--- src/rtl/vec_loader.sv ---
// vec_loader: collects a stream of BITS-wide elements into an N-element vector
// and issues a one-cycle bank write strobe with the latched destination and the
// element count. Build option: define VEC_LOADER_ZERO_FILL_EN to clear the whole
// vector when a new load starts; by default, elements beyond the new length keep
// their previous contents.
module vec_loader #(
  parameter int unsigned BITS = 8,
  parameter int unsigned N    = 64
) (
  input  logic            clk,
  input  logic            rst_n,
  input  logic            start,
  input  logic [3:0]      dst_sel,
  input  logic            abort,
  input  logic [BITS-1:0] s_data,
  input  logic            s_valid,
  input  logic            s_last,
  output logic            s_ready,
  output logic [BITS-1:0] out_vec [N],
  output logic [7:0]      out_len,
  output logic [3:0]      out_sel,
  output logic            write,
  output logic            busy,
  output logic            trunc
);

  localparam int unsigned IW = (N > 1) ? $clog2(N) : 1;

  typedef enum logic [1:0] {IDLE, LOAD, COMMIT} state_t;

  state_t          r_state;
  state_t          w_next;
  logic [7:0]      r_cnt;
  logic [BITS-1:0] r_vec [N];
  logic [7:0]      r_len;
  logic [3:0]      r_sel;
  logic            r_trunc;
  logic            w_accept;
  logic            w_full;
  logic            w_begin;
  logic [IW-1:0]   w_idx;

  // Handshake and status decodes; s_ready depends only on state and abort.
  assign s_ready  = (r_state == LOAD) && !abort;
  assign write    = (r_state == COMMIT);
  assign busy     = (r_state != IDLE);
  assign w_accept = s_valid && s_ready;
  assign w_full   = (r_cnt == 8'(N - 1));
  assign w_begin  = (r_state == IDLE) && start && !write;
  assign w_idx    = r_cnt[IW-1:0];

  assign out_vec  = r_vec;
  assign out_len  = r_len;
  assign out_sel  = r_sel;
  assign trunc    = r_trunc;

  // State register.
  always_ff @(posedge clk or negedge rst_n) begin
    if (!rst_n) r_state <= IDLE;
    else        r_state <= w_next;
  end

  // Next-state decode: a beat that is last or fills the vector ends the load.
  always_comb begin
    w_next = r_state;
    unique case (r_state)
      IDLE:    if (w_begin) w_next = LOAD;
      LOAD: begin
        if (abort)
          w_next = IDLE;
        else if (w_accept && (s_last || w_full))
          w_next = COMMIT;
      end
      COMMIT:  w_next = IDLE;
      default: w_next = IDLE;
    endcase
  end

  // Datapath: latch destination on start, store beats, record length/trunc.
  always_ff @(posedge clk or negedge rst_n) begin
    if (!rst_n) begin
      r_cnt   <= '0;
      r_len   <= '0;
      r_sel   <= '0;
      r_trunc <= 1'b0;
      for (int unsigned i = 0; i < N; i++) r_vec[i] <= '0;
    end else if (w_begin) begin
      r_sel   <= dst_sel;
      r_cnt   <= '0;
      r_trunc <= 1'b0;
`ifdef VEC_LOADER_ZERO_FILL_EN
      for (int unsigned i = 0; i < N; i++) r_vec[i] <= '0;
`else
`endif
    end else if (w_accept) begin
      r_vec[w_idx] <= s_data;
      r_cnt        <= r_cnt + 8'd1;
      if (s_last) begin
        r_len <= r_cnt + 8'd1;
      end else if (w_full) begin
        r_len   <= 8'(N);
        r_trunc <= 1'b1;
      end
    end
  end

endmodule
--- config.mk ---
export PLATFORM = sky130hd
export DESIGN_NAME = vec_loader
export DESIGN_NICKNAME = d
export VERILOG_FILES = /design/src/rtl/vec_loader.sv
export SDC_FILE = /design/constraint.sdc
export NUM_CORES = 1
export LEC_CHECK = 0
export CORE_MARGIN = 4
export CORE_UTILIZATION = 40
export DETAILED_ROUTE_END_ITERATION = 10
export GPL_ROUTABILITY_DRIVEN = 0
export PLACE_DENSITY = 0.66
export SLEW_MARGIN = 20
export SYNTH_ARGS = -nofsm -noshare
export SYNTH_HDL_FRONTEND = slang
export SYNTH_SLANG_ARGS = --single-unit
--- constraint.sdc ---
create_clock -name clk -period 2.9 [get_ports clk]
set_clock_uncertainty 0.1 [all_clocks]
set_input_delay 0.725 -clock clk [delete_from_list [all_inputs] [get_ports clk]]
set_output_delay 0.725 -clock clk [all_outputs]
set_load 0.02 [all_outputs]
==> summary.txt <==
Pwr
  • P_leak: between 10 and 15 nW
  • Max VDD drop: 425.6 µV
  • Pwr Total: around 16 mW
  • Power density cells: roughly 550 mW/mm²

Global route
  • Total global-route track usage: between 20% and 30%
  • Largest net degree at the start of global routing: 65
  • Vias in the first global route: 14490
  • GRT overflow: 0
  • Antenna violations before repair: 0
  • First-pass GRT wire length: about 96 mm

Routing
  • Routed wire per std cell: 24.77 µm
  • Final wirelength: 65.33 mm
  • DRC: 0
  • Antenna Nets Post-Route: 0
  • Initial DRC count: ~690
  • Vias: between 10000 and 15000
  • Vias/cell: about 5.1
  • First-pass DRT Iterations: 5

Timing
  • Max_slew headroom: between 30% and 40%
  • Hold Fails Final Rpt: 0
  • Setup TNS: 0 ns
  • Fin. max-slew vios: 0
  • Hold_ws: between 0.3 and 0.4 ns
  • Max Clock Freq: ~0.37 GHz
  • Final setup fails: 0
  • RSZ-0062 raised after global routing: no
  • Fin crit share: just over 90%
  • Worst-Margin Slew: 0.9470 ns
  • Fin crit period: between 2 and 3 ns

Synth
  • Fraction of registers with async set/reset: 100.0%
  • Share of the synthesized area in the top cell type: 65.44%
  • Yosys warnings: 0
  • FF+latch count, synth: roughly 540
  • EDFF count, synth: 0
  • Main synth FF type: dfrtp_1
  • Register area share after synthesis: 65.44%
  • Synthesized cell area: about 0.02 mm²
  • Synth Net Count: between 1000 and 1500
  • Syn Area/Cell: around 16 µm²
  • Netlist cell types: 45
  • Leading area contributor after synthesis: dfrtp_1
  • Cells after synthesis: between 1000 and 1500
  • Main area contributors after synthesis: dfrtp_1 65%, mux2_2 28%, clkbuf_1 1.2%

Floorplan
  • Io pins: between 500 and 600
  • Die width: roughly 230 µm
  • Die Height: 234.2 µm
  • Core Rows: between 80 and 90
  • Initial Utilization: 40.61%
  • Total die area: around 0.055 mm²
  • Core area: between 0.05 and 0.06 mm²

Cells and area
  • # diodes: 0
  • Share of cells above drive strength 1: approximately 39%
  • Layout Area Growth over Synthesis: 45.04%
  • Final net count: about 1900
  • Non-filler cells, final: about 2600
  • Final Cell Area: 0.02967 mm²
  • Fill count: between 3000 and 4000
  • Commonest non-fill, non-tap cells in the layout: 535 x clkdlybuf4s50_1, 535 x dfrtp_1, 507 x mux2_2

Setup path
  • Critical Path Source: abort
  • CP Max Fanout: 3
  • WP data arrival: 1.85 ns
  • R2r startpoint: r_cnt[2]$_DFFE_PN0P_
  • Critical path endpoint category: primary output
  • CP Data Required Time: 2.08 ns
  • Startpoint types: input port
  • Critical path type: in -> out

Clocking
  • Number of buffers created by CTS: 56
  • Htree depth: 2
  • TritonCTS clock tree: built
  • Post-CTS Setup Inserts: 0
  • CTS Sinks: 535
  • Root buffer cell: clkbuf_16
  • Worst-Skew Late Latency: around 0.59 ns
  • Clock slew at reported path FFs: around 0.050 ns
  • CTS max path bufs: 3

Run
  • Max-Cap Viols: 0

Hold path
  • Worst hold path type: reg -> reg
  • Worst Hold Launch: out_sel[0]$_DFFE_PN0N_

Placement
  • Placed Instance Area: 0.02780 mm²
  • Final HPWL from detailed placement: about 45 mm
  • Placed Cells: ~2500
  • Port bufs: around 550

Run status
  • Status: completed
-- cells in the mapped netlist, types with 2 or more instances --
master	number
dfrtp_1	535
mux2_2	507
clkbuf_1	63
nand2_1	44
nor2_2	31
buf_1	9
nand2_2	9
buf_2	8
o21ai_0	7
nor2_1	6
mux2_1	5
nand3_1	5
o2bb2ai_1	5
nor3b_1	4
a21oi_1	3
and3_1	3
nor4b_1	3
o31ai_1	3
xnor2_1	3
xor2_1	3
a21o_1	2
a22o_1	2
a31oi_1	2
and2_1	2
and3b_1	2
inv_1	2
nand3b_1	2
nand4b_1	2
nor4_1	2
or3b_2	2
-- metrics by stage --
stage                     utilization, %  setup WS [ns]
after global routing               58.90         0.1305
after floorplan                        -         0.5462
after global placement             55.19        -0.1543
after detailed placement           55.19        -0.1815
after CTS                          58.90         0.2315
final                              58.90         0.2275
-- path summary, 6_finish.rpt --
kind                                       endpoint  slack (ns)  depth (start not counted)
min                          out_sel[0]$_DFFE_PN0N_        0.38                          2
max                                         s_ready        0.23                          3
min in group asynchronous  out_vec[253]$_DFFE_PN0P_        0.59                          2
max in group asynchronous  out_vec[377]$_DFFE_PN0P_        1.20                          4
max reg2reg                out_vec[377]$_DFFE_PN0P_        0.38                          3
min reg2reg                  out_sel[0]$_DFFE_PN0N_        0.38                          2
-- where the power goes --
part / total [mW] / leakage (nW) / internal, mW / switching, mW
sequential: 7.75 / 7.43 / 7.65 / 0.105
clock: 7.24 / 0.916 / 4.36 / 2.88
combinational: 1.41 / 5.82 / 0.557 / 0.854
total: 16.4 / 14.2 / 12.6 / 3.84
-- what timing repair did --
action	CTS	global route
resized for setup	1	0
endpoints found under the setup margin	1	0
endpoints found under the hold margin	43	0
hold buffers	1	0
-- sequential cells by signal, indices dropped and copies added (netlist names) --
register  count
out_vec     512
out_sel       4
trunc         1
r_cnt         8
r_state       2
out_len       8
-- routing by layer --
| metal | vias up | track usage [%] | routed length, µm |
|---|---|---|---|
| met1 | 7085 | 29.08 | 25530 |
| li1 | 5808 | - | - |
| met4 | 0 | 7.445 | 2235 |
| met5 | - | 0 | 0 |
| met3 | 108 | 6.062 | 4346 |
| met2 | 403 | 40.43 | 33210 |
-- cells by family (layout without fill, tap and decap cells) --
kind of cell | Yosys count | after routing | synth area share, %
AO/OA/AOI/OAI | 28 | 28 | 0.9479
XOR/XNOR | 6 | 6 | 0.2569
adder cells (fa/ha/maj) | 1 | 1 | 0.06115
buffers and inverters | 82 | 756 | 1.553
flip-flops | 535 | 535 | 65.44
multiplexers | 512 | 512 | 28.18
AND/OR/NAND/NOR | 127 | 127 | 3.559
-- layout make-up --
cell class,instances,area [µm²],share of cell area [%]
multi-input cells,674,6771,22.82
inverters,2,7.507,0.02530
clock buffers,85,1662,5.600
clock inverters,13,197.7,0.6662
well taps,672,840.8,2.834
flip-flops and latches,535,13390,45.12
repair buffers,656,6805,22.93
-- critical path: stages --
cell	delay, ns
clkdlybuf4s50_1	0.47
nor3b_1	0.28
dlygate4sd2_1	0.38
No activity file was read; power rests on OpenSTA's default activity.
